--- src/rtl/mc_ctrl.sv ---
// mc_ctrl: multi-cycle MIPS control unit sequencing FETCH/DECODE/EXEC/MEM/WB with req/ready memory handshakes.
// Define CTRL_EXCEPT_EN to add the EXC state (undefined-instruction and ready-timeout traps).
module mc_ctrl #(
    parameter int ALUOP_W = 5,
    parameter int NPCOP_W = 3,
    parameter int TIMEOUT = 16
) (
    input  logic               clk,
    input  logic               rst,
    input  logic [5:0]         opcode,
    input  logic [5:0]         funct,
    input  logic               Zero,
    input  logic               imem_ready,
    input  logic               dmem_ready,
    output logic               imem_req,
    output logic               dmem_req,
    output logic               PCWr,
    output logic               IRWr,
    output logic               RFWr,
    output logic               DMWr,
    output logic [ALUOP_W-1:0] ALUOp,
    output logic [NPCOP_W-1:0] NPCOp,
    output logic               ASel,
    output logic               BSel,
    output logic [1:0]         EXTOp,
    output logic [1:0]         GPRSel,
    output logic [2:0]         WDSel,
    output logic               exc,
    output logic [2:0]         state
);

    localparam logic [ALUOP_W-1:0] ALU_NOP  = ALUOP_W'(0);
    localparam logic [ALUOP_W-1:0] ALU_ADD  = ALUOP_W'(1);
    localparam logic [ALUOP_W-1:0] ALU_SUB  = ALUOP_W'(2);
    localparam logic [ALUOP_W-1:0] ALU_AND  = ALUOP_W'(3);
    localparam logic [ALUOP_W-1:0] ALU_OR   = ALUOP_W'(4);
    localparam logic [ALUOP_W-1:0] ALU_XOR  = ALUOP_W'(5);
    localparam logic [ALUOP_W-1:0] ALU_NOR  = ALUOP_W'(6);
    localparam logic [ALUOP_W-1:0] ALU_SLT  = ALUOP_W'(7);
    localparam logic [ALUOP_W-1:0] ALU_SLTU = ALUOP_W'(8);
    localparam logic [ALUOP_W-1:0] ALU_SLL  = ALUOP_W'(9);
    localparam logic [ALUOP_W-1:0] ALU_SRL  = ALUOP_W'(10);
    localparam logic [ALUOP_W-1:0] ALU_SRA  = ALUOP_W'(11);
    localparam logic [ALUOP_W-1:0] ALU_SLLV = ALUOP_W'(12);
    localparam logic [ALUOP_W-1:0] ALU_SRLV = ALUOP_W'(13);
    localparam logic [ALUOP_W-1:0] ALU_SRAV = ALUOP_W'(14);
    localparam logic [ALUOP_W-1:0] ALU_LUI  = ALUOP_W'(15);
    localparam logic [ALUOP_W-1:0] ALU_BEQ  = ALUOP_W'(16);
    localparam logic [ALUOP_W-1:0] ALU_BNE  = ALUOP_W'(17);
    localparam logic [ALUOP_W-1:0] ALU_ADDU = ALUOP_W'(18);
    localparam logic [ALUOP_W-1:0] ALU_SUBU = ALUOP_W'(19);

    localparam logic [NPCOP_W-1:0] NPC_PLUS4  = NPCOP_W'(0);
    localparam logic [NPCOP_W-1:0] NPC_BRANCH = NPCOP_W'(1);
    localparam logic [NPCOP_W-1:0] NPC_JUMP   = NPCOP_W'(2);
    localparam logic [NPCOP_W-1:0] NPC_JR     = NPCOP_W'(3);
`ifdef CTRL_EXCEPT_EN
    localparam logic [NPCOP_W-1:0] NPC_EXCEPT = NPCOP_W'(4);
`endif

    localparam logic [1:0] EXT_ZERO = 2'd0;
    localparam logic [1:0] EXT_SIGN = 2'd1;
    localparam logic [1:0] GPR_RD   = 2'd0;
    localparam logic [1:0] GPR_RT   = 2'd1;
    localparam logic [1:0] GPR_31   = 2'd2;
    localparam logic [2:0] WD_ALU   = 3'd0;
    localparam logic [2:0] WD_MEM   = 3'd1;
    localparam logic [2:0] WD_PC    = 3'd2;

    localparam int WAIT_W = (TIMEOUT > 0) ? $clog2(TIMEOUT + 1) : 1;

`ifdef CTRL_EXCEPT_EN
    typedef enum logic [2:0] {
        S_FETCH = 3'd0, S_DECODE = 3'd1, S_EXEC = 3'd2, S_MEM = 3'd3, S_WB = 3'd4, S_EXC = 3'd5
    } state_t;
`else
    typedef enum logic [2:0] {
        S_FETCH = 3'd0, S_DECODE = 3'd1, S_EXEC = 3'd2, S_MEM = 3'd3, S_WB = 3'd4
    } state_t;
`endif

    typedef enum logic [3:0] {
        C_UNDEF, C_RTYPE, C_JR, C_IALU, C_LW, C_SW, C_BR, C_J, C_JAL
    } cls_t;

    state_t              r_state;
    state_t              w_next;
    logic [5:0]          r_opcode;
    logic [5:0]          r_funct;
    logic [WAIT_W-1:0]   r_wait;
    cls_t                w_cls;
    logic [ALUOP_W-1:0]  w_alu;
    logic                w_asel;
    logic                w_sext;
    logic                w_waiting;
`ifdef CTRL_EXCEPT_EN
    logic                w_timeout;
`endif

    // Instruction fields are captured only on the accepted fetch beat.
    always_ff @(posedge clk) begin
        if ((r_state == S_FETCH) && imem_ready) begin
            r_opcode <= opcode;
            r_funct  <= funct;
        end
    end

    always_comb begin
        w_cls  = C_UNDEF;
        w_alu  = ALU_NOP;
        w_asel = 1'b0;
        w_sext = 1'b0;
        case (r_opcode)
            6'h00: begin
                w_cls = C_RTYPE;
                case (r_funct)
                    6'h20:   w_alu = ALU_ADD;
                    6'h21:   w_alu = ALU_ADDU;
                    6'h22:   w_alu = ALU_SUB;
                    6'h23:   w_alu = ALU_SUBU;
                    6'h24:   w_alu = ALU_AND;
                    6'h25:   w_alu = ALU_OR;
                    6'h26:   w_alu = ALU_XOR;
                    6'h27:   w_alu = ALU_NOR;
                    6'h2A:   w_alu = ALU_SLT;
                    6'h2B:   w_alu = ALU_SLTU;
                    6'h00:   begin w_alu = ALU_SLL; w_asel = 1'b1; end
                    6'h02:   begin w_alu = ALU_SRL; w_asel = 1'b1; end
                    6'h03:   begin w_alu = ALU_SRA; w_asel = 1'b1; end
                    6'h04:   w_alu = ALU_SLLV;
                    6'h06:   w_alu = ALU_SRLV;
                    6'h07:   w_alu = ALU_SRAV;
                    6'h08:   w_cls = C_JR;
                    default: w_cls = C_UNDEF;
                endcase
            end
            6'h08:   begin w_cls = C_IALU; w_alu = ALU_ADD;  w_sext = 1'b1; end
            6'h09:   begin w_cls = C_IALU; w_alu = ALU_ADDU; w_sext = 1'b1; end
            6'h0A:   begin w_cls = C_IALU; w_alu = ALU_SLT;  end
            6'h0B:   begin w_cls = C_IALU; w_alu = ALU_SLTU; end
            6'h0C:   begin w_cls = C_IALU; w_alu = ALU_AND;  end
            6'h0D:   begin w_cls = C_IALU; w_alu = ALU_OR;   end
            6'h0E:   begin w_cls = C_IALU; w_alu = ALU_XOR;  end
            6'h0F:   begin w_cls = C_IALU; w_alu = ALU_LUI;  end
            6'h04:   begin w_cls = C_BR;   w_alu = ALU_BEQ;  end
            6'h05:   begin w_cls = C_BR;   w_alu = ALU_BNE;  end
            6'h23:   w_cls = C_LW;
            6'h2B:   w_cls = C_SW;
            6'h02:   w_cls = C_J;
            6'h03:   w_cls = C_JAL;
            default: w_cls = C_UNDEF;
        endcase
    end

    assign w_waiting = ((r_state == S_FETCH) && !imem_ready) ||
                       ((r_state == S_MEM)   && !dmem_ready);

`ifdef CTRL_EXCEPT_EN
    assign w_timeout = (TIMEOUT != 0) && w_waiting && (r_wait == WAIT_W'(TIMEOUT - 1));
`endif

    // Saturating wait counter; any state change restarts it.
    always_ff @(posedge clk) begin
        if (rst || (w_next != r_state)) begin
            r_wait <= '0;
        end else if (w_waiting && (r_wait != WAIT_W'(TIMEOUT))) begin
            r_wait <= r_wait + WAIT_W'(1);
        end
    end

    always_ff @(posedge clk) begin
        if (rst) begin
            r_state <= S_FETCH;
        end else begin
            r_state <= w_next;
        end
    end

    assign state = rst ? 3'd0 : r_state;

    always_comb begin
        w_next   = r_state;
        imem_req = 1'b0;
        dmem_req = 1'b0;
        PCWr     = 1'b0;
        IRWr     = 1'b0;
        RFWr     = 1'b0;
        DMWr     = 1'b0;
        ALUOp    = ALU_NOP;
        NPCOp    = NPC_PLUS4;
        ASel     = 1'b0;
        BSel     = 1'b0;
        EXTOp    = EXT_ZERO;
        GPRSel   = GPR_RD;
        WDSel    = WD_ALU;
        exc      = 1'b0;
        // Every strobe is held low for the whole reset cycle.
        if (!rst) begin
            case (r_state)
                S_FETCH: begin
                    imem_req = 1'b1;
                    if (imem_ready) begin
                        IRWr   = 1'b1;
                        PCWr   = 1'b1;
                        NPCOp  = NPC_PLUS4;
                        w_next = S_DECODE;
                    end
`ifdef CTRL_EXCEPT_EN
                    else if (w_timeout) begin
                        w_next = S_EXC;
                    end
`endif
                end
                S_DECODE: begin
                    if (w_cls == C_UNDEF) begin
`ifdef CTRL_EXCEPT_EN
                        w_next = S_EXC;
`else
                        w_next = S_FETCH;
`endif
                    end else begin
                        w_next = S_EXEC;
                    end
                end
                S_EXEC: begin
                    w_next = S_FETCH;
                    case (w_cls)
                        C_RTYPE: begin
                            ALUOp  = w_alu;
                            ASel   = w_asel;
                            w_next = S_WB;
                        end
                        C_JR: begin
                            PCWr  = 1'b1;
                            NPCOp = NPC_JR;
                        end
                        C_IALU: begin
                            ALUOp  = w_alu;
                            BSel   = 1'b1;
                            EXTOp  = w_sext ? EXT_SIGN : EXT_ZERO;
                            w_next = S_WB;
                        end
                        C_LW, C_SW: begin
                            ALUOp  = ALU_ADD;
                            BSel   = 1'b1;
                            EXTOp  = EXT_SIGN;
                            w_next = S_MEM;
                        end
                        C_BR: begin
                            ALUOp = w_alu;
                            PCWr  = Zero;
                            NPCOp = NPC_BRANCH;
                        end
                        C_J: begin
                            PCWr  = 1'b1;
                            NPCOp = NPC_JUMP;
                        end
                        C_JAL: begin
                            PCWr   = 1'b1;
                            NPCOp  = NPC_JUMP;
                            RFWr   = 1'b1;
                            GPRSel = GPR_31;
                            WDSel  = WD_PC;
                        end
                        default: w_next = S_FETCH;
                    endcase
                end
                S_MEM: begin
                    dmem_req = 1'b1;
                    DMWr     = (w_cls == C_SW);
                    if (dmem_ready) begin
                        w_next = (w_cls == C_LW) ? S_WB : S_FETCH;
                    end
`ifdef CTRL_EXCEPT_EN
                    else if (w_timeout) begin
                        w_next = S_EXC;
                    end
`endif
                end
                S_WB: begin
                    RFWr   = 1'b1;
                    GPRSel = (w_cls == C_RTYPE) ? GPR_RD : GPR_RT;
                    WDSel  = (w_cls == C_LW) ? WD_MEM : WD_ALU;
                    w_next = S_FETCH;
                end
`ifdef CTRL_EXCEPT_EN
                S_EXC: begin
                    exc    = 1'b1;
                    PCWr   = 1'b1;
                    NPCOp  = NPC_EXCEPT;
                    w_next = S_FETCH;
                end
`endif
                default: w_next = S_FETCH;
            endcase
        end
    end

endmodule

--- config.mk ---
export PLATFORM = sky130hd
export DESIGN_NAME = mc_ctrl
export DESIGN_NICKNAME = d
export VERILOG_FILES = /design/src/rtl/mc_ctrl.sv
export SDC_FILE = /design/constraint.sdc
export NUM_CORES = 1
export LEC_CHECK = 0
export CORE_MARGIN = 2
export CORE_UTILIZATION = 49
export DETAILED_ROUTE_END_ITERATION = 16
export GPL_ROUTABILITY_DRIVEN = 1
export PLACE_DENSITY = 0.85
export SYNTH_ARGS = -nofsm -noshare
export SYNTH_HDL_FRONTEND = slang
export SYNTH_SLANG_ARGS = --single-unit
--- constraint.sdc ---
create_clock -name clk -period 5.8 [get_ports clk]
set_clock_uncertainty 0.15 [all_clocks]
set_input_delay 1.74 -clock clk [delete_from_list [all_inputs] [get_ports clk]]
set_output_delay 1.74 -clock clk [all_outputs]
set_load 0.005 [all_outputs]
## Word level (Yosys, flattened, before mapping)

Index checks and enable logic that the tools add are counted.

| cells by class | value |
|---|---|
| muxes and demuxes | 53 |
| div/mod/pow operators | 0 |
| add/subtract/negate cells | 0 |
| reductions and logical operators | 17 |
| bitwise operators | 0 |
| magnitude comparators | 0 |
| equal/unequal tests | 44 |
| multiply operators | 0 |
| shift operators | 0 |

Operators by type and width:

| kind | number |
|---|---|
| 5-bit one-hot mux with 16 select lines | 1 |
| 6-bit equality test (second input constant) | 12 |
| 5-bit one-hot mux with 11 select lines | 1 |
| 6-bit by 4-bit equality test with 1-bit output (second input constant) | 9 |
| 6-bit by 3-bit equality test with 1-bit output (second input constant) | 5 |
| 4-bit one-hot mux with 7 select lines | 1 |
| 1-bit 2-to-1 mux | 26 |
| 6-bit by 2-bit equality test with 1-bit output (second input constant) | 4 |
| 4-bit by 3-bit equality test with 1-bit output (second input constant) | 4 |
| 16-bit OR reduction | 1 |
| 2-bit 2-to-1 mux | 7 |
| 6-bit zero test | 2 |
| 3-bit 2-to-1 mux | 4 |
| 2-bit one-hot mux with 2 select lines | 3 |
| 3-bit one-hot mux with 4 select lines | 1 |
| 3-bit OR reduction | 4 |
| 5-bit 2-to-1 mux | 2 |
| 5-bit one-hot mux with 2 select lines | 1 |
| 2-bit OR reduction | 5 |
| 4-bit by 2-bit equality test with 1-bit output (second input constant) | 2 |
| 1-bit one-hot mux with 2 select lines | 4 |
| 8-bit OR reduction | 1 |
| 3-bit by 2-bit equality test with 1-bit output (second input constant) | 2 |
| 2-bit one-hot mux with 3 select lines | 1 |
| 10 further kinds | 11 |

| word-level totals | value |
|---|---|
| RAM bits | 0 |
| word-level logic and storage cells | 117 |
| bits in read-only memories | 0 |
| input port bits | 17 |
| memories kept | 0 |
| latch bits | 0 |
| register bits | 15 |
| output and inout bits | 27 |

## Longest topological paths before layout

| depth | value |
|---|---|
| depth after elaboration | 9 |
| mapped depth | 7 |
| gate-level depth less buffers | 5 |

## Least setup slack after synthesis

No wires, ideal clock.

| timing | value |
|---|---|
| path kind | input to output |
| start point | in rst |
| end point | out ALUOp[1] |
| arrival | 2.629 ns |
| path buffers | 0 |
| path slack | 1.281 ns |
| stages | 5 |
| path through | nor2b_1 nand2_1 nor3_1 o21ai_0 a21oi_1 |

| on the way | value |
|---|---|
| cells in the longest elaborated chain, start to end | 1 |

RTL lines:

| element | line | text |
|---|---|---|
| start, declared | 9 | `input logic rst,` |
| 5-bit 2-to-1 mux | 198 | `if (!rst) begin` |
| end, declared | 21 | `output logic [ALUOP_W-1:0] ALUOp,` |

Every way passes these cells.

## Worst setup path in the final report

| timing | value |
|---|---|
| start point | in rst |
| end point | out ALUOp[3] |

The elaborated chain is that of the path after synthesis.

==> out/metrics.cfg <==
[final_layout]
final_nets=208
layout_common_cells=clkdlybuf4s50_1 (39), nor2_1 (17), a21oi_1 (12), edfxtp_1 (12), o21ai_0 (11)
stdcell_count=220
final_common_cell=clkdlybuf4s50_1
syn2layout_area_growth_pct=29.9
antenna_cells=0
drive_gt1_share_pct=7.37

[global_routing]
grt_start_max_net_pins=18
busiest_layer=met2
grt_pass1_wl_um=5400
grt_use_met3_pct=1.63
antenna_found_initial=0
grtUsageTotal_pct=21.2
met1_usage_pct=28.5
grt-ovfl-total=0
globalRouteMet2Util_pct=36.2
grt_pass1_vias=1205

[detailed_routing]
final_antenna_net_count=0
drc=0
vias_per_cell=5.95
dr.pass1.iters=4
first_iter_violations=36
drt_wl_total_um=3180
wl_per_cell_um=14.5
vias=1309

[synthesis]
synth-seq-area-share_pct=32.2
synthDistinctLibCells=43
yosys_warnings=0
ys_top_cells_by_area=edfxtp_1 (28%), nor2_1 (4.9%), a21oi_1 (4.6%)
avgSynthCellArea_um2=8.20
netlist_area_mm2=0.00130
synth_top_area_cell=edfxtp_1
syn_inst=159
synth_top_cell_area_share_pct=27.6
ys_ff_latch=15

[worst_setup_path]
cp_slowest_cell=clkdlybuf4s50_1
r2r_start=r_opcode[1]
crit_path_cell_trace=clkdlybuf4s50_1, nor2b_1, nand2_1, nor3_1, o21ai_0, a21oi_1, clkdlybuf4s50_1
cp.arrival_ns=3.67
path_max_fanout=6
max_stage_delay_ns=0.52
crit_path_end_kind=primary output
crit_path_frequent_cell=clkdlybuf4s50_1
regToRegSetupSlack_ns=3.49
worstPathRequired_ns=3.91
crit_type=in2out
rr_endpoint=r_state[1]
critPathLaunch=rst
reg2reg_depth=5
critical_path.startpoint_type=input port

[sta]
hold_viol_final=0
setup_tns_ns=0
max_freq_mhz=180
fin_crit_ns=5.56
relSlewSlack_pct=39.1
setup_viol=0
post-route-period-util_pct=95.8
worst_pin_slew_ns=0.911
maxSlewViolCount=0
setup_slack_ns=0.243
grt_setup_unrepaired=false

[placed_design]
dp_slack_ns=0.271
finalWeightedCongestion=0.916
dp_hpwl_um=2490
place_inst=216
numPortBuffers=39

[die]
fp.dieW_um=55.6
rows=18
coreArea_mm2=0.00250
dieArea_mm2=0.00309
die_y_um=55.6
ios=44
start_util_pct=52.2

[clock_tree]
cts_resized=0
clockRootBuffer=clkbuf_4
cts_setup_buffers=0
clkTransAtPathRegs_ns=0.07
worstSkewPairLatency_ns=0.27
cts_made_buffers=3
clock_path_buffers=2
postCtsHoldBufs=0
cts_tree=yes
clock_sinks=15
htreeDepth=1

[power]
finalPower_uw=264
p_per_area_mw_per_mm2=156
ir_worst_vdd_mv=0.136
leakage_uw=0.000572

[worst_hold_path]
min_to=r_state[2]
min_from=r_state[0]
min_path_cells=2
hold_path_class=reg2reg

[outcome]
outcome=completed

[job]
cap_violations=0

-- cell families after synthesis --
group,count (synthesis),share of synthesized area (%)
simple gates,75,33.7
compound gates,40,21.6
xor+xnor,3,2.02
mux,2,1.54
flops,15,32.2
buf+inv,23,8.64
other cells,1,0.288
-- worst max-delay path, delay by kind of cell --
kind	cells	cell delay [ns]
AND/OR/NAND/NOR	3	0.47
buffers and inverters	2	1.02
AO/OA/AOI/OAI	2	0.43
-- metal layers --
layer,up-vias,share of wire [%]
met2,42,51
met5,-,0
li1,635,-
met4,0,0.16
met3,2,4.9
met1,630,44
-- report_power, final --
part	switching, µW	leakage (µW)	internal, µW
logic	29.2	0.000418	33.1
clock network	28.7	0.0000150	26.6
registers	20.2	0.000139	126
-- Yosys cell counts, drive strengths merged --
master and count:
a21bo 1, a21boi 1, a21oi 12, a22oi 1
a311oi 1, a32oi 1, a41oi 1, and4b 1
buf 6, clkbuf 11, conb 1, dfxtp 3
edfxtp 12, inv 6, mux2i 2, nand2 9
nand2b 7, nand3 7, nand3b 1, nand4 1
nand4b 3, nor2 17, nor2b 7, nor3 8
nor3b 7, nor4 2, nor4b 1, o21ai 13
o221ai 1, o2bb2ai 2, o31ai 3, o32a 1
o32ai 1, o41ai 1, or3 2, or4 2
xor2 3
-- final cells by class --
| type | count | area (µm²) |
|---|---|---|
| fill | 229 | 806 |
| multi-input combinational | 124 | 782 |
| sequential | 15 | 420 |
| timing repair buffer | 41 | 405 |
| tap | 30 | 37.5 |
| clock buffer | 4 | 26.3 |
| inverter | 6 | 22.5 |
-- registers in the layout (all words and copies together), names as in the netlist --
register,count
r_state,3
r_funct,6
r_opcode,6
-- stage by stage --
step / area [µm²] / hold slack, ns / utilization, %
floorplan: 1320 / 0.374 / -
global placement: 1670 / 0.412 / 66.7
detailed placement: 1670 / 0.422 / 66.7
CTS: 1690 / 0.433 / 67.8
global route: 1690 / 0.500 / 67.8
finish: 1690 / 0.440 / 67.8
-- worst max path at each step --
| stage | to | slack, ns | depth (start not counted) |
|---|---|---|---|
| 4_1_cts | ALUOp[3] | 0.27 | 7 |
| 6_report | ALUOp[3] | 0.24 | 7 |
| 3_3_place_gp | ALUOp[1] | 0.32 | 7 |
| 5_1_grt | ALUOp[1] | 0.13 | 7 |
| 2_1_floorplan | ALUOp[1] | 1.28 | 5 |
| 3_5_place_dp | ALUOp[3] | 0.27 | 7 |
Note: power is estimated with default switching activity, not from simulation.
==> patch (same settings) <==
`NPCOP_W`: 3 -> 4.
--- a/src/rtl/mc_ctrl.sv
+++ b/src/rtl/mc_ctrl.sv
@@ -4,3 +4,3 @@
     parameter int ALUOP_W = 5,
-    parameter int NPCOP_W = 3,
+    parameter int NPCOP_W = 4,
     parameter int TIMEOUT = 16
Ports: changed (resized NPCOp); port bits go from 44 to 45. No check against the original RTL was run, so the function may have changed too.
==> patch against the unedited design <==
- cell area fell by 0.15%
- utilization fell by 0.10 points
- combinational power rose by 1%
- count of clock-buffer cells in the layout fell by 1
- worst setup slack got worse by 0.057 ns
- area after synthesis rose by 0.58%
- wire length rose by 0.31%
- sequential power barely moved
- first-iteration DRC count rose by 22%
- total power barely moved
- non-clock buffer count fell by 1
- sequential cell count did not move
==> patch: results <==
# TYPE chip_impl_metric gauge
chip_impl_metric{name="synthesis.area_per_instance",unit="sq um"} 8.20
chip_impl_metric{name="grt_antenna_before_repair",unit=""} 0
chip_impl_metric{name="yosys_warnings",unit=""} 0
chip_impl_info{name="synthTopCellsByArea",value="sky130_fd_sc_hd__edfxtp_1 27%, sky130_fd_sc_hd__nor2_1 4.9%, sky130_fd_sc_hd__a21oi_1 4.6%"} 1
chip_impl_metric{name="layout_worst_path_cycle_share",unit=""} 0.968
chip_impl_metric{name="worst_slew_pin_slew",unit="ns"} 0.912
chip_impl_metric{name="gp_congestion",unit=""} 0.937
chip_impl_metric{name="drive_gt1_frac",unit=""} 0.0737
chip_impl_info{name="setup.worst_path.end",value="ALUOp[1]"} 1
chip_impl_metric{name="wl_per_cell",unit="microns"} 14.5
chip_impl_metric{name="iteration_count_of_the_initial_detailed_routing_pass",unit=""} 4
chip_impl_info{name="holdCritStartpoint",value="r_state[0]"} 1
chip_impl_metric{name="wire_length_of_the_first_global_routing_pass",unit="microns"} 5130
chip_impl_metric{name="final_wirelength",unit="microns"} 3190
chip_impl_metric{name="insertedDiodeCount",unit=""} 0
chip_impl_metric{name="synth-seq-area-share",unit=""} 0.321
chip_impl_metric{name="pin_count_of_the_biggest_net_entering_global_routing",unit=""} 18
chip_impl_metric{name="critical_path_peak_fanout",unit=""} 6
chip_impl_metric{name="crit_arrival",unit="ns"} 3.72
chip_impl_metric{name="final_net_count",unit=""} 208
chip_impl_metric{name="regToRegSetupSlack",unit="ns"} 3.47
chip_impl_info{name="hold_path.class",value="flop to flop"} 1
chip_impl_info{name="run_status",value="finished clean"} 1
chip_impl_metric{name="post_cts.repair.setup_buffers",unit=""} 0
chip_impl_metric{name="detailedPlace.worstSlack",unit="ns"} 0.174
chip_impl_metric{name="synth.distinct_cells",unit=""} 43
chip_impl_info{name="cts.root.buffer_cell",value="sky130_fd_sc_hd__clkbuf_4"} 1
chip_impl_metric{name="detail_route.iter0.violations",unit=""} 44
chip_impl_metric{name="overall_global_routing_usage",unit=""} 0.200
chip_impl_metric{name="holdBufCountCts",unit=""} 0
chip_impl_metric{name="leakagePower",unit="nW"} 0.573
chip_impl_metric{name="detailroute.via_count",unit=""} 1324
chip_impl_metric{name="setup-violations-final",unit=""} 0
chip_impl_metric{name="filler_cells_inserted",unit=""} 209
chip_impl_metric{name="cts_max_path_buffers",unit=""} 2
chip_impl_metric{name="first_global_vias",unit=""} 1115
chip_impl_metric{name="place.detailed.hpwl",unit="microns"} 2470
chip_impl_info{name="crit-reg2reg-capture",value="r_state[1]"} 1
chip_impl_metric{name="ir_drop",unit="V"} 0.000188
## patch: cell types whose count changed after synthesis, sizes merged
cell  before  now
buf        6    7
## patch: per-stage QoR
stage	area (sq um)	hold WS, ns	total power [mW]	util
detailed placement	1660	0.444	0.210	0.666
CTS	1690	0.458	0.265	0.677
finish	1690	0.475	0.264	0.677
global placement	1660	0.420	0.207	0.666
global route	1690	0.483	0.280	0.677
floorplan	1330	0.374	0.187	-
## patch: logic make-up (layout without fill, tap and decap cells)
family,count (synthesis),in the layout,share of synthesized area
mux,2,2,0.0153
simple gates,75,75,0.335
compound gates,40,40,0.215
buf+inv,24,50,0.0916
other cells,1,5,0.00286
xor+xnor,3,3,0.0200
flops,15,15,0.321
## patch: layer usage
layer / share of wire / vias up / track usage
met4: 0.0066 / 0 / 0.0592
met3: 0.050 / 4 / 0.00930
met1: 0.43 / 629 / 0.269
met5: 0 / - / 0
met2: 0.51 / 50 / 0.349
li1: - / 641 / -
## patch: critical path: cells and delay by family
family | cells | cell delay [ns]
buffers and inverters | 2 | 1.02
and+or+nand+nor | 3 | 0.55
AOI/OAI and AO/OA | 2 | 0.41
## patch: area by class of cell
cell class | count | share of cell area
Clock inverter | 1 | 0.00296
Tap cell | 30 | 0.0222
Clock buffer | 3 | 0.0133
Multi-Input combinational cell | 125 | 0.464
Sequential cell | 15 | 0.249
Inverter | 6 | 0.0133
Timing Repair Buffer | 40 | 0.235
## patch: report_power, final
part	internal (mW)	switching, mW
combinational	0.0330	0.0300
sequential	0.126	0.0203
clock	0.0255	0.0291
